==> src/rtl/out_channel_reader_if.sv <==
// Output-channel bundle: processor write side, consumer read stream, and status.
// The design takes the slave view; the processor/consumer side takes the master view.
interface out_channel_reader_if #(
  parameter int MemoryElementWidth = 12,
  parameter int NOut               = 4,
  parameter int CountWidth         = 16
);
  localparam int CW = $clog2(NOut + 1);

  logic                          outWrite;
  logic [MemoryElementWidth-1:0] outData;
  logic                          outFull;
  logic                          readValid;
  logic [MemoryElementWidth-1:0] readData;
  logic                          readReady;
  logic [CW-1:0]                 count;
  logic                          overflow;
  logic [CountWidth-1:0]         accepted;
  logic                          finished;
  logic                          drained;

  modport master (
    output outWrite, outData, readReady, finished,
    input  outFull, readValid, readData, count, overflow, accepted, drained
  );

  modport slave (
    input  outWrite, outData, readReady, finished,
    output outFull, readValid, readData, count, overflow, accepted, drained
  );
endinterface

==> src/rtl/out_channel_reader.sv <==
// Circular buffer that captures processor `out` words and streams them to a consumer,
// one cycle write-to-read latency; stalls the processor via outFull and flags dropped writes.
module out_channel_reader #(
  parameter int MemoryElementWidth = 12,
  parameter int NOut               = 4,
  parameter int CountWidth         = 16
) (
  input logic                 clock,
  input logic                 reset,
  out_channel_reader_if.slave ch
);
  localparam int CW = $clog2(NOut + 1);
  localparam int PW = (NOut > 1) ? $clog2(NOut) : 1;
  localparam logic [CW-1:0] FULL_CNT = CW'(NOut);
  localparam logic [PW-1:0] LAST_PTR = PW'(NOut - 1);

  logic [MemoryElementWidth-1:0] store_q [NOut];
  logic [PW-1:0]         wr_ptr_q, wr_ptr_d;
  logic [PW-1:0]         rd_ptr_q, rd_ptr_d;
  logic [CW-1:0]         count_q, count_d;
  logic [CountWidth-1:0] accepted_q, accepted_d;
  logic                  overflow_q, overflow_d;
  logic                  finished_seen_q, finished_seen_d;
  logic                  drained_q, drained_d;
  logic                  pop, push;

  assign pop  = (count_q != '0) && ch.readReady;
  // A full buffer still takes a write when the oldest word leaves in the same cycle.
  assign push = ch.outWrite && ((count_q != FULL_CNT) || pop);

  always_comb begin
    wr_ptr_d        = wr_ptr_q;
    rd_ptr_d        = rd_ptr_q;
    count_d         = count_q;
    accepted_d      = accepted_q;
    overflow_d      = overflow_q | (ch.outWrite && !push);
    finished_seen_d = finished_seen_q | ch.finished;
    if (push) begin
      wr_ptr_d = (wr_ptr_q == LAST_PTR) ? '0 : wr_ptr_q + PW'(1);
      if (accepted_q != '1) accepted_d = accepted_q + CountWidth'(1);
    end
    if (pop) rd_ptr_d = (rd_ptr_q == LAST_PTR) ? '0 : rd_ptr_q + PW'(1);
    case ({push, pop})
      2'b10:   count_d = count_q + CW'(1);
      2'b01:   count_d = count_q - CW'(1);
      default: count_d = count_q;
    endcase
    drained_d = finished_seen_d && (count_d == '0);
  end

  always_ff @(posedge clock or negedge reset) begin
    if (!reset) begin
      wr_ptr_q        <= '0;
      rd_ptr_q        <= '0;
      count_q         <= '0;
      accepted_q      <= '0;
      overflow_q      <= 1'b0;
      finished_seen_q <= 1'b0;
      drained_q       <= 1'b0;
    end else begin
      wr_ptr_q        <= wr_ptr_d;
      rd_ptr_q        <= rd_ptr_d;
      count_q         <= count_d;
      accepted_q      <= accepted_d;
      overflow_q      <= overflow_d;
      finished_seen_q <= finished_seen_d;
      drained_q       <= drained_d;
    end
  end

  // Storage is deliberately not reset; readValid masks stale contents.
  always_ff @(posedge clock) begin
    if (push) store_q[wr_ptr_q] <= ch.outData;
  end

  assign ch.readValid = (count_q != '0);
  assign ch.readData  = store_q[rd_ptr_q];
  assign ch.outFull   = (count_q == FULL_CNT);
  assign ch.count     = count_q;
  assign ch.overflow  = overflow_q;
  assign ch.accepted  = accepted_q;
  assign ch.drained   = drained_q;
endmodule

==> src/flat_wrapper.sv <==
// flat-port wrapper written by rule: the top's interface ports become plain ports
module out_channel_reader_flat 
#(
  parameter int MemoryElementWidth = 12,
  parameter int NOut               = 4,
  parameter int CountWidth         = 16
)
  (clock, reset, ch_outWrite, ch_outData, ch_readReady, ch_finished, ch_outFull, ch_readValid, ch_readData, ch_count, ch_overflow, ch_accepted, ch_drained);
  out_channel_reader_if #(.MemoryElementWidth(MemoryElementWidth), .NOut(NOut), .CountWidth(CountWidth)) ch_i ();
  input logic clock;
  input logic reset;
  input wire logic [$bits(ch_i.outWrite)-1:0] ch_outWrite;
  input wire logic [$bits(ch_i.outData)-1:0] ch_outData;
  input wire logic [$bits(ch_i.readReady)-1:0] ch_readReady;
  input wire logic [$bits(ch_i.finished)-1:0] ch_finished;
  output wire logic [$bits(ch_i.outFull)-1:0] ch_outFull;
  output wire logic [$bits(ch_i.readValid)-1:0] ch_readValid;
  output wire logic [$bits(ch_i.readData)-1:0] ch_readData;
  output wire logic [$bits(ch_i.count)-1:0] ch_count;
  output wire logic [$bits(ch_i.overflow)-1:0] ch_overflow;
  output wire logic [$bits(ch_i.accepted)-1:0] ch_accepted;
  output wire logic [$bits(ch_i.drained)-1:0] ch_drained;
  assign ch_i.outWrite = ch_outWrite;
  assign ch_i.outData = ch_outData;
  assign ch_i.readReady = ch_readReady;
  assign ch_i.finished = ch_finished;
  assign ch_outFull = ch_i.outFull;
  assign ch_readValid = ch_i.readValid;
  assign ch_readData = ch_i.readData;
  assign ch_count = ch_i.count;
  assign ch_overflow = ch_i.overflow;
  assign ch_accepted = ch_i.accepted;
  assign ch_drained = ch_i.drained;
  out_channel_reader #(.MemoryElementWidth(MemoryElementWidth), .NOut(NOut), .CountWidth(CountWidth)) u_core (.clock(clock), .reset(reset), .ch(ch_i));
endmodule
==> config.mk <==
export PLATFORM = sky130hd
export DESIGN_NAME = out_channel_reader_flat
export DESIGN_NICKNAME = d
export VERILOG_FILES = /design/src/rtl/out_channel_reader_if.sv /design/src/rtl/out_channel_reader.sv /design/src/flat_wrapper.sv
export SDC_FILE = /design/constraint.sdc
export NUM_CORES = 1
export LEC_CHECK = 0
export ABC_AREA = 1
export CAP_MARGIN = 20
export CORE_MARGIN = 2
export CORE_UTILIZATION = 53
export CTS_CLUSTER_DIAMETER = 40
export DETAILED_ROUTE_END_ITERATION = 8
export GPL_ROUTABILITY_DRIVEN = 0
export GPL_TIMING_DRIVEN = 0
export PLACE_DENSITY_LB_ADDON = 0.12
export SYNTH_ARGS = -nofsm -noshare
export SYNTH_HDL_FRONTEND = slang
export SYNTH_SLANG_ARGS = --single-unit
export TNS_END_PERCENT = 30
==> constraint.sdc <==
create_clock -name clock -period 2.6 [get_ports clock]
set_clock_uncertainty 0.2 [all_clocks]
set_input_delay 0.52 -clock clock [delete_from_list [all_inputs] [get_ports clock]]
set_output_delay 0.52 -clock clock [all_outputs]
set_load 0.01 [all_outputs]
==> After elaboration in Yosys (flattened, before gate mapping) <==
Memories as Yosys holds them, arrays and structs flattened.
Cells that the tools add are included.
{ "word_totals": {"mem_bits_rw": 48, "elab_cells": 36, "output_inout_bits": 35, "regBits": 26, "input_bits": 17, "mem_count": 1} }
{ "mem_list": {"columns": ["memory", "words", "word_bits", "read_ports", "rd_ports_with_merged_regs", "wr", "line", "rtl"], "rows": [
  ["u_core.store_q", 4, 12, 1, 0, 1, "out_channel_reader.sv:17", "logic [MemoryElementWidth-1:0] store_q [NOut];"]
]} }
{ "classes": {"eq_ne": 7, "n_reduce_logical": 9, "mux": 5, "bitwise_logic": 2, "addsub": 5} }
{ "ops": {"columns": ["operator", "n"], "rows": [
  ["adder 16 x 1 -> 16 bit (second input constant)", 1],
  ["!= test 16 bit (second input constant)", 1],
  ["== test 2 bit (second input constant)", 3],
  ["one-hot mux 3 bit (2 select lines)", 1],
  ["adder 2 x 1 -> 2 bit (second input constant)", 2],
  ["logical AND 1 bit", 4],
  ["2-to-1 mux 2 bit", 2],
  ["adder 3 x 1 -> 3 bit (second input constant)", 1],
  ["== test 3 bit (second input constant)", 1],
  ["zero test 3 bit", 1],
  ["!= test 3 bit (second input constant)", 1],
  ["nonzero test 3 bit", 1],
  ["subtractor 3 x 1 -> 3 bit (second input constant)", 1],
  ["== test 2 x 1 -> 1 bit (second input constant)", 1],
  ["2-to-1 mux 1 bit", 2],
  ["OR 1 bit", 2],
  ["AND reduction 2 bit", 1],
  ["zero test 1 bit", 1],
  ["logical OR 1 bit", 1]
]} }

==> Logic depth before layout (Yosys ltp) <==
Gate-level depths: netlist of run 1.
{ "depth": {"ltp_word": 8, "mapped_depth": 12, "ltp_nobuf": 12} }

==> Least setup slack after synthesis of run 1 <==
No wires, ideal clock.
{ "synth_path": {"path_kind": "input to register", "start": "input ch_readReady", "end": "register u_core.drained_q, in the netlist u_core.ch.drained", "slack_ps": 602, "setup_ps": 115, "t_required_ps": 2285, "arrival_ps": 1683, "stages": 12, "cell_sequence": "inv_1 -> a21oi_2 -> nand2_1 -> fa_1 -> inv_1 -> nand3_1 -> nand2_1 -> nand2_1 -> nand2_1 -> nand2_1 -> inv_1 -> nor2_1"} }
{ "synth_between": {"elab_chain_len": 7} }
{ "synth_rtl": {"columns": ["element", "line", "rtl"], "rows": [
  ["from (decl)", "flat_wrapper.sv:14", "input wire logic [$bits(ch_i.readReady)-1:0] ch_readReady;"],
  ["logical AND 1 bit (*)", "out_channel_reader.sv:27", "assign pop = (count_q != '0) && ch.readReady;"],
  ["logical OR 1 bit", "out_channel_reader.sv:29", "assign push = ch.outWrite && ((count_q != FULL_CNT) || pop);"],
  ["logical AND 1 bit", "out_channel_reader.sv:29", null],
  ["== test 2 x 1 -> 1 bit or == test 2 bit (tied branches)", "out_channel_reader.sv:43", "case ({push, pop})"],
  ["one-hot mux 3 bit (2 select lines) (*)", "out_channel_reader.sv:43", null],
  ["via u_core.count_d[2]", "out_channel_reader.sv:20", "logic [CW-1:0] count_q, count_d;"],
  ["zero test 3 bit (*)", "out_channel_reader.sv:48", "drained_d = finished_seen_d && (count_d == '0);"],
  ["logical AND 1 bit (*)", "out_channel_reader.sv:48", null],
  ["via u_core.drained_d", "out_channel_reader.sv:24", "logic drained_q, drained_d;"],
  ["to (signal assigned)", "out_channel_reader.sv:67", "drained_q <= drained_d;"],
  ["to (decl)", "out_channel_reader.sv:24", null]
]} }
The timed path passes the listed nets; every way through them passes the cells marked *.
A chain may end at the register's enable or synchronous reset.

==> Worst setup path in the final report of run 1 <==
{ "layout_path": {"start": "register u_core.rd_ptr_q[0]", "end": "output ch_readData[3]"} }
{ "layout_between": {"elab_chain_len": 1} }
{ "layout_rtl": {"columns": ["element", "line", "rtl"], "rows": [
  ["from (decl)", "out_channel_reader.sv:19", "logic [PW-1:0] rd_ptr_q, rd_ptr_d;"],
  ["from (signal assigned)", "out_channel_reader.sv:62", "rd_ptr_q <= rd_ptr_d;"],
  ["memory (4 x 12 bit)", null, null],
  ["to (decl)", "flat_wrapper.sv:18", "output wire logic [$bits(ch_i.readData)-1:0] ch_readData;"]
]} }
No other way between the ends.

==> impl_metrics.tcl, run 1 <==
set metrics [dict create \
    synth_area_leaders "edfxtp_1 (43%), dfrtp_1 (20%), nand2_1 (6.4%)" \
    cts.htree.levels 3 \
    numCtsBuffers 9 \
    stdcell_area_mm2 0.004228 \
    ys_top_cells_by_count "nand2_1 (57), edfxtp_1 (48), nor2_1 (39), o21ai_0 (35), inv_1 (32)" \
    path_clk_slew_ps 70 \
    die_h_um 83.17 \
    portBuffers 51 \
    synth_flop_cell "edfxtp_1" \
    syn-instance-count 311 \
    synthesis.nets 335 \
    ys_types 28 \
    min_period_ps 2383 \
    grt_overflow 0 \
    cts_tree "built" \
    cts_sinks 74 \
    grt_setup_unrepaired "false" \
    final_net_count 404 \
    yosys.area_share.adder 0.02863 \
    clock_tree.buffer_depth 2 \
    start_util 0.5545 \
    reg2reg_to "u_core.ch.drained" \
    ant_nets 0 \
    path_cells "inv_4 > clkbuf_8 > nor2_1 > o22ai_1 > dlygate4sd2_1" \
    dpl_cell_area_mm2 0.003949 \
    power.static_leakage_uw 0.001806 \
    ys_async_sr_fraction 0.3514 \
    r2r_cells 12 \
    die_x_um 83.17 \
    dp_slack_ps -254.3 \
    irDropWorstVdd_mv 0.5988 \
    final-hold-violation-count 0 \
    worstHoldPathCells 1 \
    synthSimpleGateAreaFrac 0.1770 \
    grt_pass1_wl_um 11060 \
    crit_arrival_ps 1660 \
    drt_pass1_iterations 4 \
    critical-path-max-stage-delay_ps 470 \
    worst_pin_slew_ps 654.1 \
    ys_warn_count 0 \
    std_cell_rows 28 \
    yosys_register_bits 74 \
    required_ps 1880 \
    grt_antenna_before_repair 0 \
    drive_gt1_frac 0.1169 \
    synth_area_leader_cell "edfxtp_1" \
    reg2reg_slack_ps 380 \
    crit_slowest_cell "dfrtp_2" \
    synth_edf_count 48 \
    muxShareOfSynthArea 0 \
    grt_max_degree 15 \
    wire_per_inst_um 14.67 \
    vias 2386 \
    start_kind "flop" \
    synth.most_common_cell "nand2_1" \
    die-area_mm2 0.006917 \
    ctsHoldBuffers 0 \
    cts-root-buf "clkbuf_8" \
    cellPowerDensity_mw_per_mm2 1031 \
    run_status "completed" \
    viasPerCell 5.187 \
    core_mm2 0.005991 \
    yosys.area_share.xor_xnor 0.02373 \
    routed_wl_um 6749 \
    setup_violations 0 \
    holdCritStartpoint "u_core.finished_seen_q" \
    clk_latency_ps 340 \
    synth_top_family_by_area "simple AND/OR/NAND/NOR gates" \
    syn_area_mm2 0.003322 \
    fin_crit_sh 0.9166 \
    setup_ws_ps 216.9 \
    track_usage 0.2038 \
    relSlewSlack 0.5626 \
    area_delta_synth_final_pct 27.27 \
    drv_slew 0 \
    path_max_fanout 10 \
    syn_area_per_cell_um2 10.68 \
    hold_path.class "reg2reg" \
    cp-end-kind "primary output" \
    n_antenna_cell 0 \
    grt_pass1_vias 2337 \
    min_to "u_core.finished_seen_q" \
    drc 0 \
    crit_type "reg2out" \
    drt_iter0_drc 149 \
    synth_compound_area_frac 0.08814 \
    synth-seq-area-share 0.6298 \
    drv_cap 0 \
    ios 52 \
    fmax_mhz 419.6 \
    yosys.area.top_type_share 0.4339 \
    rr_startpoint "u_core.ch.count[2]" \
    place_hpwl_um 4404 \
]
layer usage:
metal,part of all wire,GRT usage
met5,0,0
met4,0.024,0.09389
met3,0.055,0.06163
met2,0.48,0.3270
met1,0.44,0.2549
area by class of cell:
cell class	instances	area (um2)
Tap cell	75	93.84
Clock inverter	4	45.04
Inverter	33	128.9
Buffer	8	87.58
Clock buffer	12	135.1
Multi-Input combinational cell	196	1055
Timing Repair Buffer	58	589.3
Fill cell	464	1763
Sequential cell	74	2093
cell families (layout without fill, tap and decap cells):
family                     Yosys count  after routing
buffers and inverters               41            115
AOI/OAI and AO/OA                   52             52
xor gates and xnor gates             9              9
DFF                                 74             74
and+or+nand+nor                    128            128
adders and majority gates            7              7
power breakdown:
group	total, uW	internal [uW]	switching [uW]
clock network	842	439	404
logic	1750	816	934
registers	1770	1550	212
total	4360	2810	1550
flip-flops by register name, summed over array words and instances, names as in the netlist:
register / count
u_core.ch.accepted: 16
u_core.ch.count: 3
u_core.ch.drained: 1
u_core.ch.overflow: 1
u_core.finished_seen_q: 1
u_core.rd_ptr_q: 2
u_core.store_q: 48
u_core.wr_ptr_q: 2
what timing repair did:
action | in CTS | in global routing
cloned | 0 | 0
pin swaps | 0 | 0
buffers inserted | 0 | 2
resized for setup | 21 | 12
endpoints found under the setup margin | 12 | 7
endpoints found under the hold margin | 0 | 0
critical path: cells and delay by family, from the launching register on:
family          cells  cell delay [ps]
compound gates      1              220
buf+inv             3              590
flops               1              470
simple gates        1               50
layout by cell type (no fill, tap or decap), types with 2 or more instances in the layout:
cell type        netlist  routed
nand2_1               57      57
clkinv_1               0       2
inv_4                  1       2
buf_8                  1       2
buf_4                  0       5
nor3_1                 5       5
dlygate4sd2_1          0       5
xor2_1                 7       7
clkbuf_1               6       3
o21ai_0               35      35
dfrtp_1               26      25
nand4_1                4       4
xnor2_1                2       2
nand3_2                4       4
inv_1                 32      30
dlymetal6s2s_1         0       7
nor2_1                39      39
nand2_2                2       2
clkbuf_8               0      12
clkdlybuf4s50_1        0      39
edfxtp_1              48      48
o22ai_1               12      12
buf_6                  1       3
nand3_1               12      12
ha_1                   6       6
o21ai_2                3       3
per-stage QoR:
| step | setup TNS, ps | hold WS, ps | cells | utilization | power (uW) |
|---|---|---|---|---|---|
| after detailed placement | -7410 | 252.2 | 439 | 0.6591 | 3490 |
| after global routing | 0 | 297.4 | 460 | 0.7057 | 4663 |
| after global placement | -9051 | 237.6 | 437 | 0.6554 | 3442 |
| after floorplan | 0 | 24.41 | 311 | - | 2664 |
| final | 0 | 266.2 | 460 | 0.7057 | 4358 |
| after CTS | -27.86 | 272.0 | 455 | 0.6949 | 4345 |
how the worst max path moves through the flow:
stage	from	end	slack, ps	cells after the start
floorplan	ch_readReady	u_core.ch.drained	600	12
global placement	ch_readReady	u_core.store_q[3][5]	-230	5
detailed placement	ch_readReady	u_core.store_q[0][5]	-250	5
CTS	u_core.rd_ptr_q[0]	ch_readData[6]	-30	4
global route	ch_readReady	u_core.ch.drained	60	13
finish	u_core.rd_ptr_q[0]	ch_readData[3]	220	5
(Power assumes the default switching activity.)
==> run 2, diff against run 1 <==
Settings changed: CORE_MARGIN 2 to not set, SKIP_CTS_REPAIR_TIMING set to 1.
==> run 2 against run 1 <==
Against the previous run: wire length is 3.2% higher; setup slack lost 310 ps; clock power increased by 7.1%; combinational power about the same; sequential power is essentially flat; non-clock buffer count fell by 2; register-to-register slack better by 30 ps; largest cell class unchanged; the run now ends with negative setup slack left; cell count is 0.43% lower; die area fell by 4.8%; critical path depth is the same; global-route usage increased by 3.1 points.
==> impl_metrics.tcl, run 2 (synthesis results as in run 1) <==
set metrics [dict create \
    run_status "finished with violations" \
    failed_checks "negative setup slack" \
    grt_max_degree 16 \
    cts_tree "built" \
    track_usage 0.2351 \
    grt_pass1_wl_um 11290 \
    drt_pass1_iterations 4 \
    whs_ps 267.8 \
    n_antenna_cell 0 \
    crit_arrival_ps 1970 \
    crit_family "buffers and inverters" \
    core_mm2 0.005991 \
    drv_slew 0 \
    ios 52 \
    cts.htree.levels 3 \
    power.static_leakage_uw 0.001770 \
    start_util 0.5545 \
    grt_antenna_before_repair 0 \
    area_delta_synth_final_pct 26.70 \
    drv_cap 0 \
    grt_setup_unrepaired "true" \
    regMostFlops "u_core.store_q" \
    grt_pass1_vias 2401 \
    cts-root-buf "clkbuf_8" \
    wire_per_inst_um 15.21 \
    met1_length_um 3140 \
    drt_iter0_drc 146 \
    fin_util 0.7026 \
    cellPowerDensity_mw_per_mm2 1049 \
    met2_length_um 3421 \
    min_period_ps 2688 \
    std_cell_rows 28 \
    die_x_um 81.17 \
    final_net_count 402 \
    path_buf_inv 3 \
    numCtsBuffers 9 \
    place_hpwl_um 4701 \
    wl_met3_um 314 \
    required_ps 1880 \
    clock_tree.buffer_depth 2 \
    stdcell_area_mm2 0.004209 \
    setup_violations 7 \
    drc 0 \
    ant_nets 0 \
    fin_cells 458 \
    fmax_mhz 372.0 \
    worst_pin_slew_ps 644.1 \
    largest_reg_flops 48 \
    setup_ws_ps -88.29 \
    crit_type "reg2out" \
    grt_overflow 0 \
    irDropWorstVdd_mv 0.5574 \
    vias 2444 \
    die-area_mm2 0.006589 \
    viasPerCell 5.336 \
    final-hold-violation-count 0 \
    relSlewSlack 0.5690 \
    critical-path-max-stage-delay_ps 560 \
    top_layer "met4" \
    fin_crit_sh 1.034 \
    clk_latency_ps 340 \
    start_kind "flop" \
    layout_commonest_cell "nand2_1" \
    portBuffers 51 \
    dpl.cell_count 440 \
    path_max_fanout 10 \
    hold_path.class "reg2reg" \
    cp-end-kind "primary output" \
    routed_wl_um 6968 \
    path_cells "inv_2 > buf_4 > nor2_1 > o22ai_1 > clkdlybuf4s50_1" \
    die_h_um 81.17 \
    layout_common_cells "nand2_1 (57), edfxtp_1 (48), clkdlybuf4s50_1 (46)" \
    crit_slowest_cell "clkdlybuf4s50_1" \
    dpl_cell_area_mm2 0.003960 \
    path_clk_slew_ps 90 \
    drive_gt1_frac 0.1253 \
    cts_sinks 74 \
    dp_slack_ps -190.4 \
]
## run 2: power by group
part / leakage (uW) / switching [uW] / internal (uW)
Sequential: 0.000766 / 215 / 1560
Combinational: 0.000909 / 933 / 809
Clock: 0.0000962 / 452 / 450
Total: 0.00177 / 1600 / 2810
## run 2: worst paths after layout
check / startpoint / to / slack [ps] / cells past startpoint
setup reg to reg: u_core.ch.count[2] / u_core.ch.drained / 410 / 12
setup / recovery: u_core.rd_ptr_q[0] / ch_readData[2] / -90 / 5
hold / removal: u_core.finished_seen_q / u_core.finished_seen_q / 270 / 1
hold reg to reg: u_core.finished_seen_q / u_core.finished_seen_q / 270 / 1
max in group asynchronous: reset / u_core.ch.accepted[9] / 1330 / 2
min in group asynchronous: reset / u_core.ch.accepted[4] / 350 / 1
## run 2: per-stage QoR
step / setup TNS (ps) / total power [uW]
finish: -471.6 / 4414
global route: -995.7 / 4702
CTS: -5608 / 4422
detailed placement: -5645 / 3517
global placement: -9705 / 3449
floorplan: 0 / 2664
## run 2: final cells by class
cell class,instances,area [um2]
Clock inverter,7,76.32
Tap cell,75,93.84
Buffer,8,63.81
Timing Repair Buffer,56,575.6
Multi-Input combinational cell,196,1055
Fill cell,459,1782
Sequential cell,74,2095
Inverter,33,126.4
Clock buffer,9,123.9
## run 2: metal layers
metal / vias to the layer above / GRT usage
met5: - / 0
met4: 0 / 0.09643
met3: 7 / 0.04270
met2: 65 / 0.4143
met1: 1189 / 0.2828
li1: 1183 / -
## run 2: worst register-to-register path, delay by kind of cell (launching register included)
family | cells | cell delay, ps
buffers and inverters | 3 | 260
DFF | 1 | 410
and+or+nand+nor | 7 | 560
adders and majority gates | 1 | 400
AOI/OAI and AO/OA | 1 | 280
==> run 3, diff against run 2 <==
Settings changed: CORE_ASPECT_RATIO set to 2, SKIP_LAST_GASP set to 1.
==> run 3 against run 2 <==
Against the previous run: the run ends with design-rule violations left; non-clock buffer count is 1 higher; wire length is 0.17% higher; sequential power hardly changed; critical path type unchanged; largest cell class unchanged; cell count is 2.4% lower; final area is 2.8% higher; global-route usage is 0.12 points lower; maximum frequency is 4.4% higher; setup slack better by 110 ps; count of clock-buffer cells in the layout is 4 higher.
==> impl_metrics.tcl, run 3 (synthesis results as in run 1) <==
set metrics [dict create \
    run_status "finished with violations" \
    failed_checks "design-rule violations" \
    drv_slew 0 \
    viasPerCell 5.356 \
    area_delta_synth_final_pct 30.24 \
    start_kind "flop" \
    wire_per_inst_um 15.62 \
    clock_tree.buffer_depth 2 \
    fin_crit_sh 0.9908 \
    drt_pass1_iterations 9 \
    min_to "u_core.finished_seen_q" \
    cellPowerDensity_mw_per_mm2 1118 \
    numCtsBuffers 9 \
    worstHoldPathCells 1 \
    reg2reg_to "u_core.ch.drained" \
    layout_commonest_cell "nand2_1" \
    grt_antenna_before_repair 0 \
    place_hpwl_um 4930 \
    ant_nets 0 \
    path_clk_slew_ps 50 \
    finalPower_uw 4836 \
    reg2reg_slack_ps 420 \
    largest_reg_flops 48 \
    cts-root-buf "clkbuf_16" \
    worst_pin_slew_ps 761.7 \
    grt_max_degree 17 \
    setup_tns_ps 0 \
    required_ps 1880 \
    min_period_ps 2576 \
    std_cell_rows 40 \
    path_cells "inv_4 > buf_6 > nor2_1 > o22ai_1 > clkdlybuf4s50_1" \
    vias 2394 \
    drive_gt1_frac 0.1146 \
    drv_cap 0 \
    regMostFlops "u_core.store_q" \
    irDropWorstVdd_mv 0.7593 \
    critical-path-max-stage-delay_ps 560 \
    cts_sinks 74 \
    holdCritStartpoint "u_core.finished_seen_q" \
    r2r_cells 12 \
    crit_start "u_core.rd_ptr_q[0]" \
    crit_arrival_ps 1860 \
    crit_slowest_cell "clkdlybuf4s50_1" \
    grt_setup_unrepaired "true" \
    die_x_um 57.98 \
    stdcell_area_mm2 0.004327 \
    final_net_count 403 \
    grt_pass1_wl_um 10980 \
    layout_common_cells "nand2_1 (57), clkdlybuf4s50_1 (48), edfxtp_1 (48)" \
    grt_pass1_vias 2415 \
    rr_startpoint "u_core.ch.count[2]" \
    cts.htree.levels 3 \
    die-area_mm2 0.006607 \
    drc 2 \
    power.static_leakage_uw 0.001816 \
    routed_wl_um 6980 \
    track_usage 0.2340 \
    path_max_fanout 10 \
    cp-end-kind "primary output" \
    drt_iter0_drc 100 \
    fmax_mhz 388.2 \
    fillerInstances 463 \
    relSlewSlack 0.4906 \
    start_util 0.5531 \
    grt_overflow 0 \
    setup_violations 0 \
    crit_type "reg2out" \
    die_h_um 114.0 \
    dpl_cell_area_mm2 0.003971 \
    core_mm2 0.006006 \
    ios 52 \
    final-hold-violation-count 0 \
    portBuffers 51 \
    n_antenna_cell 0 \
    cts_tree "built" \
    hold_path.class "reg2reg" \
    clk_latency_ps 320 \
]
==> run 3: layout make-up <==
| type | count | area [um2] | area share |
|---|---|---|---|
| repair buffers | 57 | 585.6 | 0.1353 |
| multi-input cells | 196 | 1055 | 0.2438 |
| clock buffers | 13 | 240.2 | 0.05552 |
| well taps | 63 | 78.83 | 0.01822 |
| clock inverters | 3 | 65.06 | 0.01504 |
| flip-flops and latches | 74 | 2093 | 0.4838 |
| plain buffers | 8 | 80.08 | 0.01851 |
| inverters | 33 | 128.9 | 0.02979 |
==> run 3: routing by layer <==
layer	vias up	track usage	wire length [um]
met4	0	0.1143	145
met1	1139	0.2106	2450
met3	10	0.05896	266
met2	55	0.4544	4118
met5	-	0	0
li1	1190	-	-
==> run 3: worst max path at each step <==
stage | depth (start not counted) | end | slack (ps)
after floorplan | 12 | u_core.ch.drained | 600
after global placement | 5 | u_core.store_q[3][6] | -240
after detailed placement | 5 | ch_readData[9] | -120
after CTS | 5 | ch_readData[4] | -550
after global routing | 5 | ch_readData[7] | -60
final | 5 | ch_readData[3] | 20
==> run 3: power by group <==
part           switching (uW)  internal, uW  total (uW)
Sequential                207          1560        1760
Combinational             951           858        1810
Clock                     423           839        1260
==> run 3: stage by stage <==
stage | hold slack [ps] | util | setup WS (ps) | instances
2_1_floorplan | 24.41 | - | 602.2 | 311
3_3_place_gp | 243.1 | 0.6513 | -240.6 | 425
3_5_place_dp | 257.4 | 0.6613 | -124.7 | 430
4_1_cts | 265.3 | 0.7121 | -551.7 | 446
5_1_grt | 280.0 | 0.7204 | -62.94 | 447
6_report | 262.1 | 0.7204 | 23.93 | 447
==> run 3: critical path, delay by kind of cell (launching register included) <==
kind	cells	cell delay [ps]
DFF	1	470
and+or+nand+nor	1	60
buffers and inverters	3	830
AOI/OAI and AO/OA	1	170
